### config.mk
export PLATFORM = sky130hd
export DESIGN_NAME = glyph_fetch_scheduler
export DESIGN_NICKNAME = d
export VERILOG_FILES = /design/src/rtl/glyph_fetch_scheduler.sv
export SDC_FILE = /design/constraint.sdc
export NUM_CORES = 1
export LEC_CHECK = 0
export CAP_MARGIN = 25
export CORE_MARGIN = 3
export CORE_UTILIZATION = 45
export CTS_BUF_LIST = sky130_fd_sc_hd__clkbuf_4 sky130_fd_sc_hd__clkbuf_8
export DETAILED_ROUTE_END_ITERATION = 16
export PLACE_DENSITY = 0.81
export SYNTH_ARGS = -nofsm -noshare
export SYNTH_HDL_FRONTEND = slang
export SYNTH_SLANG_ARGS = --single-unit
export TNS_END_PERCENT = 50
### constraint.sdc
create_clock -name clk -period 3.3 [get_ports clk]
set_input_delay 0.99 -clock clk [delete_from_list [all_inputs] [get_ports clk]]
set_output_delay 0.99 -clock clk [all_outputs]
set_load 0.005 [all_outputs]
### src/rtl/glyph_fetch_scheduler.sv
// glyph_fetch_scheduler: text-overlay front end; shares the char buffer with a writer and fetches glyph rows one cell ahead of the beam
// Ports: clk/reset (sync, active-high); p_tick, X, Y, video_on from sync; R,G,B colour switches;
//   wr_req/wr_addr/wr_data/wr_ack writer handshake; mem_addr/mem_we/mem_wdata/mem_rdata buffer port;
//   rom_code/rom_row/rom_data glyph ROM; cur_addr cursor cell; L pixel colour.
// Optional macro GLYPH_CURSOR_EN adds a blinking inverted cursor at cur_addr.
module glyph_fetch_scheduler #(
  parameter int COLS = 10,
  parameter int ROWS = 4,
  parameter int X0 = 64,
  parameter int Y0 = 0,
  parameter int AW = 6
) (
  input  logic          clk,
  input  logic          reset,
  input  logic          p_tick,
  input  logic [9:0]    X,
  input  logic [9:0]    Y,
  input  logic          video_on,
  input  logic          R,
  input  logic          G,
  input  logic          B,
  input  logic          wr_req,
  input  logic [AW-1:0] wr_addr,
  input  logic [7:0]    wr_data,
  output logic          wr_ack,
  output logic [AW-1:0] mem_addr,
  output logic          mem_we,
  output logic [7:0]    mem_wdata,
  input  logic [7:0]    mem_rdata,
  output logic [7:0]    rom_code,
  output logic [3:0]    rom_row,
  input  logic [7:0]    rom_data,
  input  logic [AW-1:0] cur_addr,
  output logic [2:0]    L
);
  typedef enum logic [1:0] {IDLE, ISSUE, CODE, GLYPH} state_t;
  localparam logic [9:0] XL = 10'(X0);
  localparam logic [9:0] XT = 10'(X0 - 8);
  localparam logic [9:0] YL = 10'(Y0);
  localparam logic [9:0] XSPAN = 10'(8 * COLS);
  localparam logic [9:0] YSPAN = 10'(16 * ROWS);
  state_t state_q;
  logic [3:0] row_q;
  logic [7:0] glyph_cur_q, glyph_next_q;
  logic next_valid_q;
  logic y_in, in_win, cell_edge, trig, swap, bit_v, inv, pix;
  logic [6:0] ncol;
  logic [5:0] nline;
  logic [AW-1:0] tgt_addr;
  // Unsigned wrap makes a single compare cover both window bounds
  assign y_in = (Y - YL) < YSPAN;
  assign in_win = y_in && ((X - XL) < XSPAN);
  assign cell_edge = X[2:0] == 3'd0;
  assign swap = p_tick && cell_edge;
  // Trigger looks one cell ahead: X+8 must land in the window
  assign trig = swap && y_in && ((X - XT) < XSPAN);
  assign ncol = 7'((X - XT) >> 3);
  assign nline = 6'((Y - YL) >> 4);
  assign tgt_addr = AW'(nline) * AW'(COLS) + AW'(ncol);
  // First pixel of a cell comes straight from the freshly fetched row
  assign bit_v = cell_edge ? glyph_next_q[0] : glyph_cur_q[X[2:0]];
  assign pix = (bit_v ^ inv) & in_win & video_on;
`ifdef GLYPH_CURSOR_EN
  logic [4:0] frame_q;
  logic [6:0] pcol;
  logic [AW-1:0] pix_addr;
  assign pcol = 7'((X - XL) >> 3);
  assign pix_addr = AW'(nline) * AW'(COLS) + AW'(pcol);
  assign inv = frame_q[4] && pix_addr == cur_addr;
  always_ff @(posedge clk)
    if (reset) frame_q <= '0;
    else if (p_tick && X == 10'd0 && Y == 10'd0) frame_q <= frame_q + 5'd1;
`else
  logic unused_cur;
  assign unused_cur = ^cur_addr;
  assign inv = 1'b0;
`endif
  always_ff @(posedge clk) begin
    if (reset) begin
      state_q <= IDLE;
      row_q <= '0;
      mem_addr <= '0;
      mem_we <= 1'b0;
      mem_wdata <= '0;
      wr_ack <= 1'b0;
      rom_code <= '0;
      rom_row <= '0;
      glyph_cur_q <= '0;
      glyph_next_q <= '0;
      next_valid_q <= 1'b0;
      L <= '0;
    end else begin
      mem_we <= 1'b0;
      wr_ack <= 1'b0;
      // Display read has priority; a writer is granted only when ack is low
      if (state_q == IDLE && trig) begin
        state_q <= ISSUE;
        mem_addr <= tgt_addr;
        row_q <= 4'(Y - YL);
      end else if (wr_req && !wr_ack) begin
        mem_addr <= wr_addr;
        mem_wdata <= wr_data;
        mem_we <= 1'b1;
        wr_ack <= 1'b1;
      end
      if (state_q == ISSUE) state_q <= CODE;
      if (state_q == CODE) begin
        state_q <= GLYPH;
        rom_code <= mem_rdata;
        rom_row <= row_q;
      end
      if (state_q == GLYPH) begin
        state_q <= IDLE;
        glyph_next_q <= rom_data;
      end
      if (swap) glyph_cur_q <= next_valid_q ? glyph_next_q : '0;
      next_valid_q <= state_q == GLYPH || (next_valid_q && !swap);
      if (p_tick) L <= pix ? {R, G, B} : 3'b000;
    end
  end
endmodule
==> qor.csv, run 1 <==
stage;metric;value;unit
floorplan;die area;6720;sq um
sta;# setup viols final;0;
critical_path;Bufs and invs on worst path;2;
sta;achievable frequency;338;MHz
sta;Hold WS;456;ps
synth;mux cell area share after synthesis;15.8;%
clocking;clock-pin slew on the worst setup and hold paths;90;ps
synth;Netlist cell types;42;
critical_path;CP arrival;3170;ps
pwr;Worst IR Drop VDD;0.204;mV
critical_path;Setup crit start kind;input port;
detailed_routing;DRT Pass-1 Iters;4;
finish;non-filler cells, final;433;
clocking;CTS H-tree depth;2;
clocking;Post-CTS Setup Bufs;0;
place;pre-CTS setup slack;32.3;ps
sta;Fin Clk Skew;6.60;ps
floorplan;IO Count;95;
critical_path;CP max stage delay;490;ps
synth;Synth Area in Compound Gates;8.77;%
synth;top cells by area, synth;dfxtp_1 40%, mux2i_1 12%, ha_1 7.7%;
synth;XOR/XNOR Fraction of Synth Area;3.03;%
place;routability cong.;0.757;
floorplan;Initial Util;46.9;%
critical_path;crit-path cells;clkdlybuf4s50_1, ha_1, xor2_1, inv_1, fa_1, nor2b_1, o21a_1, nor2_1, xnor2_1, o31ai_1;
floorplan;Die X;82.0;um
synth;adder-cell share of the synthesized area;8.48;%
synth;post-synth top area cell;dfxtp_1;
synth;Synth async-reset ratio;0;%
synth;Seq/Total Area, Yosys;40.1;%
synth;Seq cells post-synth;52;
critical_path;slowest CP cell;clkdlybuf4s50_1;
synth;largest family of logic cells by synthesized area;simple AND/OR/NAND/NOR gates;
critical_path;WP data required;3510;ps
critical_path;Reg-to-Reg End;state_q[0];
clocking;CTS Sinks;52;
hold_path;hold_sp;glyph_cur_q[6];
synth;Cell Area, Synth;2600;sq um
global_route;maximum number of pins on one net before global-route repair;38;
sta;Slew HR;47.3;%
sta;min cycle time layout;2960;ps
hold_path;Worst Hold End;glyph_cur_q[6];
critical_path;reg2reg path depth;5;
clocking;TritonCTS clock tree;built;
detailed_routing;DRT iter0 DRCs;79;
finish;Final Cell Area;3670;sq um
sta;period utilization;89.6;%
floorplan;Die Ht;82.0;um
synth;simple-gate share of the synthesized area;19.4;%
clocking;Clk Latency, worst-skew pair;290;ps
floorplan;Placement Rows;27;
clocking;Longest Clk Path Bufs;2;
global_route;aggregate global-route resource usage;17.5;%
clocking;# hold bufs at CTS;0;
hold_path;Worst Hold Class;register to register;
finish;fill count;466;
global_route;vias in the first global route;2200;
synth;area share of the largest cell type after synthesis;40.1;%
critical_path;Reg2Reg Launch Point;state_q[0];
detailed_routing;post-DR vias/cell;5.09;
place;port bufs;88;
detailed_routing;DRT antenna net count;0;
sta;TNS Setup;0;ps
detailed_routing;WL final;5.77;mm
clocking;CTS Buf Count;5;
sta;Fin. Hold Viols;0;
clocking;post_cts resized;0;
finish;Util after Layout;66.3;%
floorplan;core area;5540;sq um
synth;Yosys warning count;0;
pwr;Overall Power;1.30;mW
sta;Slew @ Worst Pin;791;ps
clocking;clock root buffer;clkbuf_8;
finish;Final #Nets;441;
critical_path;crit-path max FO;4;
place;# placed instances;425;
detailed_routing;via count;2204;
sta;RSZ-0062 raised after global routing;false;
place;Detailed Place HPWL;4.35;mm
synth;Post-synth EDFFs;0;
detailed_routing;drc violations;0;
hold_path;Hold Path Depth;2;
pwr;Leakage;1.40;nW
finish;diode count;0;
critical_path;Crit Path Category;input port to register;
pwr;power density of the placed cells;354;nW/um^2
detailed_routing;Avg WL per Cell;13.3;um
global_route;initial antenna violation count;0;
global_route;global-route wire length before repair;9.46;mm
synth;Mean Syn Cell Area;9.62;sq um
finish;Area growth, synth to finish;41.5;%
global_route;grt total ovfl;0;
synth;syn nets;351;
finish;layout cells sized above 1;9.14;%
critical_path;crit-path leading delay family;adder cells;
run;maxcap violations;0;
place;Post-DP Area;3580;sq um
critical_path;Crit. End Element;register;
outcome;status;finished clean;
sta;Final Max Slew Viols;0;
synth;Synth Instances;270;
synth;Post-synth top flop;dfxtp_1;
critical_path;Reg2Reg Setup Slack;1430;ps
sta;Final WS setup;342;ps
==> registers in the layout, summed over array words and instances, names as in the netlist, 3 cells and up <==
| signal | cells |
|---|---|
| rom_code | 8 |
| mem_addr | 6 |
| glyph_next_q | 8 |
| rom_row | 4 |
| glyph_cur_q | 7 |
| L | 3 |
| mem_wdata | 8 |
| row_q | 4 |
==> worst max-delay path by stage <==
stage          slack (ps)     endpoint  depth (start not counted)  from
6_report              340  mem_addr[5]                         10  X[4]
5_1_grt               240  mem_addr[5]                         10  X[4]
4_1_cts               340  mem_addr[5]                         10  X[4]
3_5_place_dp           30  mem_addr[5]                         10  X[4]
3_3_place_gp          110  mem_addr[5]                         10  X[3]
2_1_floorplan         580       mem_we                          7  X[0]
==> per-layer routing <==
metal	GRT usage, %	wire (um)	vias to the layer above
met5	0	0	-
met2	31.5	2820	57
li1	-	-	1109
met4	4.15	50	0
met1	21.6	2560	1034
met3	3.18	339	4
==> where the power goes <==
group	switching, mW	total [mW]	internal (mW)	leakage (nW)
combinational	0.108	0.265	0.157	0.934
clock	0.201	0.380	0.179	0.0479
sequential	0.0129	0.657	0.644	0.421
==> kinds of logic (layout without fill, tap and decap cells) <==
family,count (synthesis),in the layout
mux,38,38
buf+inv,26,117
flops,52,52
compound gates,34,34
simple gates,94,94
xor+xnor,9,9
fa+ha+maj,17,17
==> cells in the mapped netlist, types with 2 or more instances <==
cell      instances
o21a_1            2
nor2_1           35
clkbuf_1         13
dfxtp_1          52
xnor2_1           8
a21oi_1          15
nand2b_1         12
nand4b_1          8
mux2_2            5
mux4_2            2
nand2_1          12
ha_1             16
inv_1             8
nand3_1          11
o21ai_1           8
buf_4             2
mux2i_1          31
nor2b_1           6
==> worst register-to-register path, delay by kind of cell (launching register included) <==
| family | cells | cell delay, ps |
|---|---|---|
| and+or+nand+nor | 2 | 470 |
| AOI/OAI and AO/OA | 1 | 170 |
| buffers and inverters | 1 | 100 |
| adders and majority gates | 1 | 670 |
| DFF | 1 | 360 |
==> layout make-up <==
| cell class | instances | area [sq um] | area share [%] |
|---|---|---|---|
| Clock buffer | 7 | 90.1 | 2.45 |
| Timing Repair Buffer | 101 | 973 | 26.5 |
| Tap cell | 72 | 90.1 | 2.45 |
| Multi-Input combinational cell | 192 | 1440 | 39.3 |
| Clock inverter | 1 | 7.51 | 0.204 |
| Sequential cell | 52 | 1040 | 28.3 |
| Inverter | 8 | 30.0 | 0.817 |
==> placed cells by master (no fill, tap or decap), types with 2 or more instances in the layout <==
| master | count |
|---|---|
| nand2_1 | 12 |
| mux2_2 | 5 |
| nand3_1 | 11 |
| clkbuf_8 | 6 |
| mux4_2 | 2 |
| nor2b_1 | 6 |
| buf_4 | 13 |
| dfxtp_1 | 52 |
| inv_1 | 8 |
| nand4b_1 | 8 |
| a21oi_1 | 15 |
| nor2_1 | 35 |
| clkdlybuf4s50_1 | 87 |
| mux2i_1 | 31 |
| xnor2_1 | 8 |
| nand2b_1 | 12 |
| o21a_1 | 2 |
| o21ai_1 | 8 |
| ha_1 | 16 |
Power figures use the tool's default switching activity.
==> run 2, diff against run 1 <==
Settings changed: CORE_MARGIN 3 to default.
==> run 2 against run 1 <==
  * Wire length down 1.8%
  * First-iteration DRC count grew 8.9%
  * Largest power group unchanged
  * Core utilization rose by 0.25 points
  * Worst setup slack got worse by 9.9 ps
  * Global-route usage is 1.1 points higher
  * Non-clock buffer count rose by 2
  * Critical path depth down 3
  * Sequential power hardly changed
  * Clock skew about the same
  * Count of clock-buffer cells in the layout decreased by 1
  * Combinational power grew 2%
==> qor.csv, run 2 (synthesis results as in run 1) <==
stage;metric;value;unit;change
pwr;power density of the placed cells;357;nW/um^2;was 354 nW/um^2
global_route;maximum number of pins on one net before global-route repair;43;;was 38
floorplan;Placement Rows;27;;unchanged
outcome;status;finished clean;;unchanged
clocking;CTS Buf Count;5;;unchanged
place;Detailed Place HPWL;4.16;mm;was 4.35 mm
finish;biggest regs;glyph_next_q: 8 flops, mem_wdata: 8 flops, rom_code: 8 flops;;unchanged
sta;Hold WS;457;ps;was 456 ps
floorplan;Die Ht;78.0;um;was 82.0 um
floorplan;IO Count;95;;unchanged
critical_path;CP arrival;3140;ps;was 3170 ps
hold_path;Worst Hold Class;register to register;;unchanged
critical_path;Reg2Reg Setup Slack;1380;ps;was 1430 ps
floorplan;core area;5540;sq um;unchanged
finish;non-filler cells, final;435;;was 433
floorplan;Die X;78.0;um;was 82.0 um
finish;Area growth, synth to finish;42.0;%;was 41.5%
clocking;TritonCTS clock tree;built;;unchanged
detailed_routing;DRT Pass-1 Iters;4;;unchanged
sta;TNS Setup;0;ps;unchanged
sta;# setup viols final;0;;unchanged
floorplan;Initial Util;46.9;%;unchanged
pwr;Leakage;1.42;nW;was 1.40 nW
critical_path;Crit Path Category;input port to register;;unchanged
finish;layout cells sized above 1;9.64;%;was 9.14%
detailed_routing;WL final;5.67;mm;was 5.77 mm
sta;Fin. Hold Viols;0;;unchanged
pwr;Worst IR Drop VDD;0.297;mV;was 0.204 mV
sta;RSZ-0062 raised after global routing;false;;unchanged
global_route;initial antenna violation count;0;;unchanged
global_route;grt total ovfl;0;;unchanged
sta;Final Max Slew Viols;0;;unchanged
detailed_routing;via count;2211;;was 2204
critical_path;Setup crit start kind;input port;;unchanged
finish;fill count;472;;was 466
global_route;vias in the first global route;2055;;was 2200
sta;min cycle time layout;2970;ps;was 2960 ps
place;port bufs;88;;unchanged
sta;period utilization;89.9;%;was 89.6%
critical_path;Crit. End Element;register;;unchanged
place;routability cong.;0.751;;was 0.757
sta;Slew HR;48.5;%;was 47.3%
detailed_routing;Avg WL per Cell;13.0;um;was 13.3 um
run;maxcap violations;0;;unchanged
clocking;clock-pin slew on the worst setup and hold paths;100;ps;was 90 ps
finish;Util after Layout;66.6;%;was 66.3%
detailed_routing;drc violations;0;;unchanged
detailed_routing;DRT iter0 DRCs;86;;was 79
finish;Final #Nets;443;;was 441
floorplan;die area;6080;sq um;was 6720 sq um
pwr;Overall Power;1.32;mW;was 1.30 mW
clocking;Post-CTS Setup Bufs;0;;unchanged
detailed_routing;post-DR vias/cell;5.08;;was 5.09
clocking;Longest Clk Path Bufs;2;;unchanged
clocking;Clk Latency, worst-skew pair;310;ps;was 290 ps
clocking;# hold bufs at CTS;0;;unchanged
sta;achievable frequency;337;MHz;was 338 MHz
clocking;CTS H-tree depth;2;;unchanged
critical_path;crit-path max FO;9;;was 4
clocking;post_cts resized;0;;unchanged
place;# placed instances;427;;was 425
finish;most common cell after layout, fill and taps aside;clkdlybuf4s50_1;;unchanged
sta;Slew @ Worst Pin;772;ps;was 791 ps
finish;diode count;0;;unchanged
global_route;aggregate global-route resource usage;18.6;%;was 17.5%
finish;commonest non-fill, non-tap cells in the layout;87 x clkdlybuf4s50_1, 52 x dfxtp_1, 35 x nor2_1;;unchanged
critical_path;WP data required;3470;ps;was 3510 ps
detailed_routing;DRT antenna net count;0;;unchanged
global_route;global-route wire length before repair;9.12;mm;was 9.46 mm
sta;Fin Clk Skew;7.08;ps;was 6.60 ps
clocking;CTS Sinks;52;;unchanged
clocking;clock root buffer;clkbuf_8;;unchanged
[run 2: cell types whose count changed in the layout (fill, tap and decap cells not counted), sizes merged]
cell / previous run / this run
clkbuf: 7 / 6
clkinvlp: 1 / 0
buf: 14 / 16
clkinv: 0 / 1
inv: 8 / 9
[run 2: critical path, cell delays in order]
cell and delay (ps):
clkdlybuf4s50_1 430, or4b_1 620, nor4_4 360, o2111ai_4 260, buf_4 250, mux2i_1 160, nor2_1 60
[run 2: per-layer routing]
metal  routed length [um]  vias to the layer above  GRT usage (%)
li1                     -                     1114              -
met1                 2520                     1020           22.2
met2                 2660                       69           32.5
met3                  412                        8           4.71
met4                   81                        0           6.11
met5                    0                        -              0
[run 2: per-stage QoR]
step	worst slack [ps]	instance area (sq um)
4_1_cts	313	3690
3_3_place_gp	85.3	3590
5_1_grt	199	3690
3_5_place_dp	30.8	3590
6_report	332	3690
2_1_floorplan	578	2600
[run 2: final cells by class]
class	count	area, sq um	share of cell area, %
Tap cell	72	90.1	2.44
Timing Repair Buffer	103	988	26.8
Inverter	8	30.0	0.814
Clock buffer	6	82.6	2.24
Clock inverter	2	13.8	0.373
Sequential cell	52	1040	28.2
Multi-Input combinational cell	192	1440	39.1
[run 2: power by group]
part | leakage [nW] | internal [mW] | switching (mW)
logic | 0.944 | 0.159 | 0.111
registers | 0.421 | 0.644 | 0.0131
clock network | 0.0516 | 0.172 | 0.216
total | 1.42 | 0.976 | 0.340
[run 2: worst paths after layout]
path                       start        endpoint  depth (start not counted)
setup / recovery            X[0]        row_q[2]                          7
hold / removal    glyph_cur_q[2]  glyph_cur_q[2]                          2
setup reg to reg      state_q[1]        row_q[2]                          8
hold reg to reg   glyph_cur_q[2]  glyph_cur_q[2]                          2
